==> config.mk <==
export PLATFORM = sky130hd
export DESIGN_NAME = lpc_host_sequencer
export DESIGN_NICKNAME = d
export VERILOG_FILES = /design/src/rtl/lpc_host_sequencer.sv
export SDC_FILE = /design/constraint.sdc
export NUM_CORES = 1
export LEC_CHECK = 0
export CAP_MARGIN = 20
export CORE_AREA = 2 2 111 113
export DETAILED_ROUTE_END_ITERATION = 6
export DIE_AREA = 0 0 113 115
export PLACE_DENSITY_LB_ADDON = 0.15
export SLEW_MARGIN = 10
export SYNTH_ARGS = -nofsm -noshare
export SYNTH_HDL_FRONTEND = slang
export SYNTH_SLANG_ARGS = --single-unit
==> constraint.sdc <==
create_clock -name lpc_clk -period 6.7 [get_ports lpc_clk]
set_input_delay 1.34 -clock lpc_clk [delete_from_list [all_inputs] [get_ports lpc_clk]]
set_output_delay 1.34 -clock lpc_clk [all_outputs]
set_load 0.005 [all_outputs]
==> src/rtl/lpc_host_sequencer.sv <==
// Host-side LPC I/O cycle sequencer: round-robin arbitration of single-byte
// I/O read/write requests and START/CTDIR/ADDR/TAR/SYNC/DATA framing on LAD.
module lpc_host_sequencer #(
  parameter int unsigned N        = 2,
  parameter int unsigned MAX_WAIT = 16
) (
  input  logic              lpc_clk,
  input  logic              lpc_rst,
  input  logic [N-1:0]      req_valid,
  input  logic [N-1:0]      req_write,
  input  logic [16*N-1:0]   req_addr,
  input  logic [8*N-1:0]    req_wdata,
  output logic [N-1:0]      rsp_done,
  output logic [7:0]        rsp_rdata,
  output logic              rsp_err,
  output logic              busy,
  output logic              lpc_frame,
  output logic [3:0]        lpc_data_out,
  output logic              lpc_data_oe,
  input  logic [3:0]        lpc_data_in
);

  localparam int unsigned IDX_W  = (N > 1) ? $clog2(N) : 1;
  localparam int unsigned WAIT_W = 8;

  typedef enum logic [4:0] {
    ST_IDLE, ST_START, ST_CTDIR,
    ST_ADDR0, ST_ADDR1, ST_ADDR2, ST_ADDR3,
    ST_WDATA0, ST_WDATA1, ST_HTAR0, ST_HTAR1, ST_SYNC,
    ST_RDATA0, ST_RDATA1, ST_PTAR0, ST_PTAR1,
    ST_ABORT0, ST_ABORT1, ST_ABORT2, ST_ABORT3, ST_DONE
  } state_t;

  state_t              state_q, state_d;
  logic [IDX_W-1:0]    ptr_q, win_q, grant_idx;
  logic                grant_vld;
  logic                write_q, sel_write;
  logic [15:0]         addr_q, sel_addr;
  logic [7:0]          wdata_q, sel_wdata;
  logic [7:0]          data_q;
  logic                err_q;
  logic [WAIT_W-1:0]   wait_q;

  logic                frame_q, frame_d;
  logic                oe_q, oe_d;
  logic [3:0]          lad_q, lad_d;
  logic                busy_q, busy_d;
  logic [N-1:0]        done_q, done_d;
  logic [7:0]          rdata_q;
  logic                rerr_q;

  // Round-robin: first valid requester at or after the pointer, wrapping.
  always_comb begin
    int unsigned j;
    j         = 0;
    grant_vld = 1'b0;
    grant_idx = '0;
    for (int unsigned k = 0; k < N; k++) begin
      j = (32'(ptr_q) + k) % N;
      if (!grant_vld && req_valid[IDX_W'(j)]) begin
        grant_vld = 1'b1;
        grant_idx = IDX_W'(j);
      end
    end
  end

  always_comb begin
    sel_addr  = '0;
    sel_wdata = '0;
    sel_write = 1'b0;
    for (int unsigned k = 0; k < N; k++) begin
      if (IDX_W'(k) == grant_idx) begin
        sel_addr  = req_addr[16*k +: 16];
        sel_wdata = req_wdata[8*k +: 8];
        sel_write = req_write[k];
      end
    end
  end

  always_ff @(posedge lpc_clk) begin
    if (!lpc_rst) state_q <= ST_IDLE;
    else          state_q <= state_d;
  end

  always_comb begin
    state_d = state_q;
    case (state_q)
      ST_IDLE:   if (grant_vld) state_d = ST_START;
      ST_START:  state_d = ST_CTDIR;
      ST_CTDIR:  state_d = ST_ADDR0;
      ST_ADDR0:  state_d = ST_ADDR1;
      ST_ADDR1:  state_d = ST_ADDR2;
      ST_ADDR2:  state_d = ST_ADDR3;
      ST_ADDR3:  state_d = write_q ? ST_WDATA0 : ST_HTAR0;
      ST_WDATA0: state_d = ST_WDATA1;
      ST_WDATA1: state_d = ST_HTAR0;
      ST_HTAR0:  state_d = ST_HTAR1;
      ST_HTAR1:  state_d = ST_SYNC;
      ST_SYNC: begin
        if (lpc_data_in == 4'h0)                   state_d = write_q ? ST_PTAR0 : ST_RDATA0;
        else if (lpc_data_in == 4'hA)              state_d = ST_PTAR0;
        else if (wait_q == WAIT_W'(MAX_WAIT - 1))  state_d = ST_ABORT0;
      end
      ST_RDATA0: state_d = ST_RDATA1;
      ST_RDATA1: state_d = ST_PTAR0;
      ST_PTAR0:  state_d = ST_PTAR1;
      ST_PTAR1:  state_d = ST_DONE;
      ST_ABORT0: state_d = ST_ABORT1;
      ST_ABORT1: state_d = ST_ABORT2;
      ST_ABORT2: state_d = ST_ABORT3;
      ST_ABORT3: state_d = ST_DONE;
      ST_DONE:   state_d = ST_IDLE;
      default:   state_d = ST_IDLE;
    endcase
  end

  // Decoded from the next state so the registered pins line up with state_q.
  always_comb begin
    frame_d = 1'b1;
    oe_d    = 1'b1;
    lad_d   = 4'hF;
    busy_d  = 1'b1;
    done_d  = '0;
    case (state_d)
      ST_IDLE:   begin oe_d = 1'b0; busy_d = 1'b0; end
      ST_START:  begin frame_d = 1'b0; lad_d = 4'h0; end
      ST_CTDIR:  lad_d = write_q ? 4'h2 : 4'h0;
      ST_ADDR0:  lad_d = addr_q[15:12];
      ST_ADDR1:  lad_d = addr_q[11:8];
      ST_ADDR2:  lad_d = addr_q[7:4];
      ST_ADDR3:  lad_d = addr_q[3:0];
      ST_WDATA0: lad_d = wdata_q[3:0];
      ST_WDATA1: lad_d = wdata_q[7:4];
      ST_HTAR0:  lad_d = 4'hF;
      ST_HTAR1, ST_SYNC, ST_RDATA0, ST_RDATA1, ST_PTAR0, ST_PTAR1:
                 oe_d = 1'b0;
      ST_ABORT0, ST_ABORT1, ST_ABORT2, ST_ABORT3:
                 frame_d = 1'b0;
      ST_DONE:   begin oe_d = 1'b0; busy_d = 1'b0; done_d = N'(1) << win_q; end
      default:   begin oe_d = 1'b0; busy_d = 1'b0; end
    endcase
  end

  always_ff @(posedge lpc_clk) begin
    if (!lpc_rst) begin
      ptr_q   <= '0;
      win_q   <= '0;
      write_q <= 1'b0;
      addr_q  <= '0;
      wdata_q <= '0;
      data_q  <= '0;
      err_q   <= 1'b0;
      wait_q  <= '0;
      frame_q <= 1'b1;
      oe_q    <= 1'b0;
      lad_q   <= 4'hF;
      busy_q  <= 1'b0;
      done_q  <= '0;
      rdata_q <= '0;
      rerr_q  <= 1'b0;
    end else begin
      frame_q <= frame_d;
      oe_q    <= oe_d;
      lad_q   <= lad_d;
      busy_q  <= busy_d;
      done_q  <= done_d;
      if (state_d == ST_DONE) begin
        rdata_q <= data_q;
        rerr_q  <= err_q;
      end
      case (state_q)
        ST_IDLE: if (grant_vld) begin
          win_q   <= grant_idx;
          write_q <= sel_write;
          addr_q  <= sel_addr;
          wdata_q <= sel_wdata;
          data_q  <= '0;
          err_q   <= 1'b0;
          wait_q  <= '0;
        end
        ST_SYNC: begin
          if (lpc_data_in == 4'hA) begin
            err_q  <= 1'b1;
            data_q <= 8'hFF;
          end else if (lpc_data_in != 4'h0) begin
            wait_q <= wait_q + WAIT_W'(1);
          end
        end
        ST_RDATA0: data_q[3:0] <= lpc_data_in;
        ST_RDATA1: data_q[7:4] <= lpc_data_in;
        ST_ABORT0: begin
          err_q  <= 1'b1;
          data_q <= 8'hFF;
        end
        ST_DONE:   ptr_q <= (win_q == IDX_W'(N - 1)) ? '0 : win_q + IDX_W'(1);
        default:   ;
      endcase
    end
  end

  assign rsp_done     = done_q;
  assign rsp_rdata    = rdata_q;
  assign rsp_err      = rerr_q;
  assign busy         = busy_q;
  assign lpc_frame    = frame_q;
  assign lpc_data_out = lad_q;
  assign lpc_data_oe  = oe_q;

endmodule

## Word-level counts from Yosys, hierarchy flattened

Cells that the tools add are included.

- $lt $le $gt $ge: 2
- Reduce and logical (&&, ||, !) cells: 19
- Mux-type cells: 34
- Shift operators: 1
- Equal/unequal tests: 46
- $add $sub $neg: 3

Operators with widths:

| operator | number |
|---|---|
| 5-bit one-hot mux with 19 select lines | 1 |
| 5-bit by 4-bit == test with 1-bit output (second input constant) | 16 |
| 5-bit == test (second input constant) | 10 |
| 5-bit by 3-bit == test with 1-bit output (second input constant) | 8 |
| 8-bit two-way mux | 5 |
| 4-bit one-hot mux with 4 select lines | 2 |
| 4-bit one-hot mux with 8 select lines | 1 |
| 5-bit by 2-bit == test with 1-bit output (second input constant) | 4 |
| 5-bit two-way mux | 4 |
| 19-bit OR reduction | 1 |
| 16-bit two-way mux | 1 |
| 8-bit one-hot mux with 2 select lines | 1 |
| 1-bit two-way mux | 15 |
| 13-bit OR reduction | 1 |
| 4-bit nonzero test | 3 |
| 5-bit by 1-bit == test with 1-bit output (second input constant) | 2 |
| 3-bit AND reduction | 3 |
| 8-bit by 1-bit adder with 8-bit output (second input constant) | 1 |
| 8-bit by 4-bit == test with 1-bit output (second input constant) | 1 |
| 2-bit != test (second input constant) | 4 |
| 5-bit zero test | 1 |
| 5-bit OR reduction | 1 |
| 4-bit == test (second input constant) | 1 |
| 4-bit zero test | 1 |
| other kinds (13) | 17 |

- Bits in registers: 67
- Input port bits: 58

## Depth between registers and ports, before layout

Gate-level depths: netlist (run 1).

- Depth in word-level cells: 11
- Mapped depth: 7
- Mapped depth without buffers: 7

## Least setup slack after synthesis (run 1)

OpenSTA, ideal clock, no wires.

- Path kind: input -> register
- Start: in lpc_data_in[0]
- End: reg lad_q[0], in the netlist lpc_data_out[0]
- Cell stages on the path: 6
- Setup slack: 3,679 ps
- Arrival time: 2,890 ps
- Path buffers: 0
- Data required time: 6,569 ps
- Cell sequence: or2_1 -> o211a_1 -> a31oi_2 -> mux2_2 -> a222oi_1 -> nand3_1

- Word-level cells in the longest chain between the ends: 6
- Elaborated cells on any way between the ends: 14
- Classes of those cells: eq/ne (9); mux (4); reduce/logical (1)

RTL lines:

| what | line | RTL |
|---|---|---|
| from (decl) | 20 | `input logic [3:0] lpc_data_in` |
| 4-bit == test | 101 | `else if (lpc_data_in == 4'hA) state_d = ST_PTAR0;` |
| 5-bit two-way mux | 101 |  |
| 5-bit two-way mux * | 100 | `if (lpc_data_in == 4'h0) state_d = write_q ? ST_PTAR0 : ST_RDATA0;` |
| 5-bit one-hot mux with 19 select lines * | 87 | `case (state_q)` |
| 5-bit by 4-bit == test with 1-bit output (tied with other cells) | 124 | `case (state_d)` |
| 4-bit one-hot mux with 8 select lines * | 124 |  |
| to (signal assigned) | 164 | `lad_q <= lad_d;` |
| to (decl) | 46 | `logic [3:0] lad_q, lad_d;` |

Mark *: on every way between the ends. The rest lies on a longest branch, timed or not.
A chain may end at the register's enable or synchronous reset.

## Worst setup path after layout (run 1)

- Start: in lpc_data_in[1]
- End: reg lad_q[3], in the netlist lpc_data_out[3]

Same word-level chain as after synthesis.

==> results.ini, run 1 <==
[clock_network]
cts-root-buf = clkbuf_16
cts_resized = 0
ctsHoldBuffers = 0
cts_buffers = 9
numClockSinks = 67
cts.clk_slew.worst_paths_ns = 0.06
htreeDepth = 3
cts_setup_buffers = 0
insertion_delay_ns = 0.32
cts_buffer_depth = 2
tritoncts = done

[grt]
grt_max_degree = 61
antenna_found_initial = 0
grt_pass1_wl_um = 14600
grt_usage_pct = 14.0
grt-ovfl-total = 0
first_global_vias = 2890

[sta]
hold_violations = 0
fin_setup_tns_ns = 0
slew_violations = 0
min_period_ns = 3.46
worst_pin_slew_ns = 1.03
finalSetupViolations = 0
max_slew_margin_pct = 31.0
fin_skew_ns = 0.00890
rsz0062_at_grt = false
max_clock_freq_ghz = 0.289
fin_crit_sh_pct = 51.6

[worst_setup_path]
critPathSlowestCell = clkdlybuf4s50_1
critPathMaxFanout = 6
r2r_cells = 6
end_kind = flip-flop
rrSetupSlack_ns = 4.13
cp.arrival_ns = 3.65
cpPeakStageDelay_ns = 0.57
crit_chain = clkdlybuf4s50_1 > xor2_1 > o211a_1 > a31o_2 > mux2_2 > a222oi_1 > nand3_1
r2r-start = state_q[1]
startpoint_type = input pin
r2r_end = lpc_data_out[3]
required_ns = 6.89
timing_worst_setup_path_type = in -> reg

[logic_synthesis]
synth_ff_type = dfxtp_1
async_reset_ff_share_pct = 0
syn_avg_cell_area_um2 = 9.32
synth-edff-count = 0
yosysTopAreaCell = dfxtp_1
synth_seq_area_share_pct = 38.8
syn_inst = 371
synth.distinct_cells = 63
syn-cell-area_um2 = 3460
synthTopCellsByArea = dfxtp_1, mux2i_1, o211a_1
synth_warnings = 0
synth_fp_nets = 430
ys_seq_elements = 67
synth_top_area_share_pct = 38.8

[pwr]
leakagePower_nw = 2.03
finalPower_w = 0.00126
ir_drop_mv = 0.109
cellPowerDensity_nw_per_um2 = 266

[floorplan]
die_x_um = 113
core_area_um2 = 11800
die_area_um2 = 13000
ios = 76
row_count = 40
die_h_um = 115
start_util_pct = 29.3

[hold_path]
min_path_cells = 1
hp-class = reg -> reg
hold_end = rsp_done[0]
hp-start = win_q

[route]
drc = 3
dr.pass1.iters = 6
wire_per_inst_um = 15.3
vias = 2984
viasPerCell = 5.05
wl_um = 9060
ant_nets = 0
drtIter0Drc = 155

[layout]
design_area_um2 = 4710
fin_nets = 498
diodes = 0
area_growth_pct = 36.3
drive_above_1_share_pct = 8.78

[job]
maxCapViolCount = 0

[place]
placed_cell_area_um2 = 4320
io_buffers = 75
gp_congestion = 0.831
dp_hpwl_um = 6570

[run_status]
outcome = finished with violations
violations = design-rule violations

==> layout by cell type (no fill, tap or decap), drive strengths merged, types with 4 or more instances in the layout <==
cell type	netlist	routed
buf	9	4
nand2b	6	6
mux2i	35	35
nor3	7	7
xor2	5	5
and2	9	9
nor3b	5	5
dfxtp	67	67
nor2	21	21
bufinv	0	4
nand3b	6	6
mux2	4	4
clkbuf	12	10
nand2	46	46
nor4	4	4
a22oi	6	6
a211oi	4	4
or2	6	6
clkdlybuf4s50	0	74
o211ai	4	4
a31oi	5	5
o21ai	6	6
inv	6	6
nand3	8	8
nor2b	16	16
o211a	31	31
==> area by class of cell <==
class | count | area [µm²]
Fill cell | 1192 | 7100
Clock buffer | 10 | 229
Inverter | 6 | 22.5
Clock inverter | 6 | 138
Tap cell | 147 | 184
Timing Repair Buffer | 78 | 788
Sequential cell | 67 | 1340
Multi-Input combinational cell | 277 | 2010
==> worst max-delay path, delay by kind of cell <==
family / cells / cell delay, ns
buf+inv: 1 / 0.57
mux: 1 / 0.37
xor+xnor: 1 / 0.32
compound gates: 3 / 0.92
simple gates: 1 / 0.12
==> cells in the mapped netlist, drive strengths merged (4+ instances only) <==
cell,number
nand3,8
nor2,21
a22oi,6
o21ai,6
xor2,5
inv,6
a31oi,5
o211a,31
a211oi,4
mux2i,35
or2,6
nand2,46
nand2b,6
nand3b,6
mux2,4
and2,9
nor3,7
clkbuf,12
nor3b,5
o211ai,4
nor4,4
dfxtp,67
buf,9
nor2b,16
==> how the worst max path moves through the flow <==
stage                       to  slack, ns            from  cells past startpoint
3_3_place_gp   lpc_data_out[3]       3.01  lpc_data_in[3]                      7
4_1_cts        lpc_data_out[3]       3.27  lpc_data_in[1]                      7
2_1_floorplan  lpc_data_out[0]       3.68  lpc_data_in[0]                      6
5_1_grt        lpc_data_out[0]       3.09    req_valid[1]                      7
3_5_place_dp   lpc_data_out[3]       2.95  lpc_data_in[1]                      7
6_report       lpc_data_out[3]       3.24  lpc_data_in[1]                      7
==> sequential cells by signal, indices dropped and copies added, names as in the netlist <==
name,count
addr_q,16
busy,1
data_q,8
err_q,1
lpc_data_oe,1
lpc_data_out,4
lpc_frame,1
ptr_q,1
rsp_done,2
rsp_err,1
rsp_rdata,8
state_q,5
wait_q,8
wdata_q,8
win_q,1
write_q,1
==> through the flow <==
stage	instances	utilization (%)	worst slack, ns	hold WS [ns]
after global placement	574	36.6	3.01	0.412
final	591	39.9	3.24	0.408
after global routing	591	39.9	3.09	0.412
after CTS	590	39.7	3.27	0.407
after floorplan	371	-	3.68	0.392
after detailed placement	574	36.6	2.95	0.406
==> layer usage <==
metal | vias up | GRT usage (%) | wire (µm)
met1 | 1381 | 18.9 | 4410
met3 | 8 | 2.74 | 437
met2 | 84 | 22.2 | 4100
met4 | 0 | 5.45 | 107
met5 | - | 0 | 0
li1 | 1511 | - | -
==> cell families after synthesis <==
| group | share of synthesized area (%) |
|---|---|
| muxes | 11.4 |
| buffers and inverters | 3.62 |
| and+or+nand+nor | 21.9 |
| xor gates and xnor gates | 1.27 |
| DFF | 38.8 |
| AOI/OAI and AO/OA | 22.6 |
| adders and majority gates | 0.362 |
==> power breakdown <==
group	total (W)	internal, W	switching (W)
sequential	0.000467	0.000437	0.0000296
combinational	0.000209	0.000110	0.0000989
clock	0.000580	0.000403	0.000177
No activity file was read; power rests on OpenSTA's default activity.
==> run 2, diff against run 1 <==
clock period = 3.3 ns   (was 6.7 ns; I/O delays follow)
==> run 2 against run 1 <==
Against the previous run: the flow still finishes with violations (design-rule violations); flip-flop and latch count did not move; routed wire length rose by 0.52%; setup slack got worse by 2.7 ns; global-route usage rose by 0.41 points; cell count rose by 0.68%; sequential power rose by 100%; utilization fell by 0.36 points; die area did not move; critical path type unchanged; critical endpoint is now busy; largest cell class unchanged; highest routed layer unchanged.
==> results.ini, run 2 (same netlist as run 1, synthesis figures left out) <==
[grt]
grt_max_degree = 52
grt-ovfl-total = 0
antenna_found_initial = 0
first_global_vias = 2881
grt_pass1_wl_um = 14900
grt_usage_pct = 14.4

[route]
vias = 3047
dr.pass1.iters = 6
viasPerCell = 5.12
drtIter0Drc = 142
wire_per_inst_um = 15.3
drc = 3
ant_nets = 0
wl_um = 9100

[place]
pre_cts_ws_ns = 0.280
gp_congestion = 0.870
io_buffers = 75
dp_hpwl_um = 6780

[sta]
fin_setup_tns_ns = 0
finalSetupViolations = 0
rsz0062_at_grt = false
worst_pin_slew_ns = 0.613
fin_crit_sh_pct = 82.4
min_period_ns = 2.72
slew_violations = 0
max_clock_freq_ghz = 0.368
setup_ws_ns = 0.582
hold_violations = 0
max_slew_margin_pct = 59.1
fin_skew_ns = 0.00448

[worst_setup_path]
cp.arrival_ns = 2.99
timing_worst_setup_path_type = in -> reg
required_ns = 3.57
cpPeakStageDelay_ns = 0.58
startpoint_type = input pin
end_kind = flip-flop
crit_chain = clkdlybuf4s50_1 > xor2_1 > nor2_1 > a221o_1 > nor4_2 > or2_1 > o41a_1
critPathMaxFanout = 5
critPathSlowestCell = clkdlybuf4s50_1

[layout]
fill_cells = 1214
final_common_cell = clkdlybuf4s50_1
max_flop_register = addr_q
area_growth_pct = 35.1
layout_common_cells = clkdlybuf4s50_1, dfxtp_1, nand2_1, mux2i_1, o211a_1
diodes = 0
fin_nets = 502
drive_above_1_share_pct = 9.82
largest_reg_flops = 16

[clock_network]
cts.clk_slew.worst_paths_ns = 0.06
insertion_delay_ns = 0.33
numClockSinks = 67
cts_resized = 0
cts_setup_buffers = 0
tritoncts = done
cts-root-buf = clkbuf_16
cts_buffer_depth = 2
ctsHoldBuffers = 0
htreeDepth = 3
cts_buffers = 9

[floorplan]
die_x_um = 113
row_count = 40
core_area_um2 = 11800
die_h_um = 115
die_area_um2 = 13000
ios = 76
start_util_pct = 29.3

[job]
maxCapViolCount = 0

[hold_path]
hp-class = reg -> reg

[pwr]
leakagePower_nw = 2.01
cellPowerDensity_nw_per_um2 = 504
ir_drop_mv = 0.250

[run_status]
violations = design-rule violations
outcome = finished with violations

[run 2: cell count changes in the layout (fill, tap and decap cells not counted), sizes merged]
cell	change
clkinv	-1
clkbuf	+1
clkinvlp	+3
buf	+4
bufinv	-3
[run 2: stage by stage]
stage	power, W	hold WS [ns]	cells	utilization, %	cell area [µm²]
CTS	0.00239	0.407	595	39.5	4670
detailed placement	0.00139	0.405	579	36.9	4360
global placement	0.00139	0.412	579	36.9	4360
global route	0.00247	0.436	595	39.5	4670
finish	0.00236	0.407	595	39.5	4670
floorplan	0.00121	0.392	371	-	3460
[run 2: final timing paths]
| path | cells after the start | endpoint | from | slack (ns) |
|---|---|---|---|---|
| max reg2reg | 6 | data_q[7] | state_q[4] | 0.74 |
| min reg2reg | 1 | rsp_done[0] | win_q | 0.41 |
| max | 7 | busy | lpc_data_in[3] | 0.58 |
| min | 1 | rsp_done[0] | win_q | 0.41 |
[run 2: final cells by class]
type                       count  area, µm²  share of cell area [%]
tap                          147        184                    3.94
sequential                    67       1340                    28.7
clock inverter                 5       61.3                    1.31
timing repair buffer          82        798                    17.1
multi-input combinational    277       2010                    43.0
inverter                       6       22.5                   0.482
clock buffer                  11        253                    5.41
[run 2: critical path, delay by kind of cell]
kind,cells,cell delay (ns)
xor+xnor,1,0.33
simple gates,3,0.81
buf+inv,1,0.58
compound gates,2,0.60
[run 2: layer usage]
| layer | part of all wire [%] | GRT usage (%) | vias up |
|---|---|---|---|
| li1 | - | - | 1524 |
| met1 | 47 | 19.5 | 1421 |
| met2 | 46 | 22.6 | 94 |
| met3 | 5.8 | 3.74 | 8 |
| met4 | 0.93 | 4.55 | 0 |
| met5 | 0 | 0 | - |
[run 2: report_power, final]
part,total (W),internal (W),switching [W]
clock network,0.000985,0.000627,0.000358
logic,0.000422,0.000223,0.000199
registers,0.000948,0.000887,0.0000610
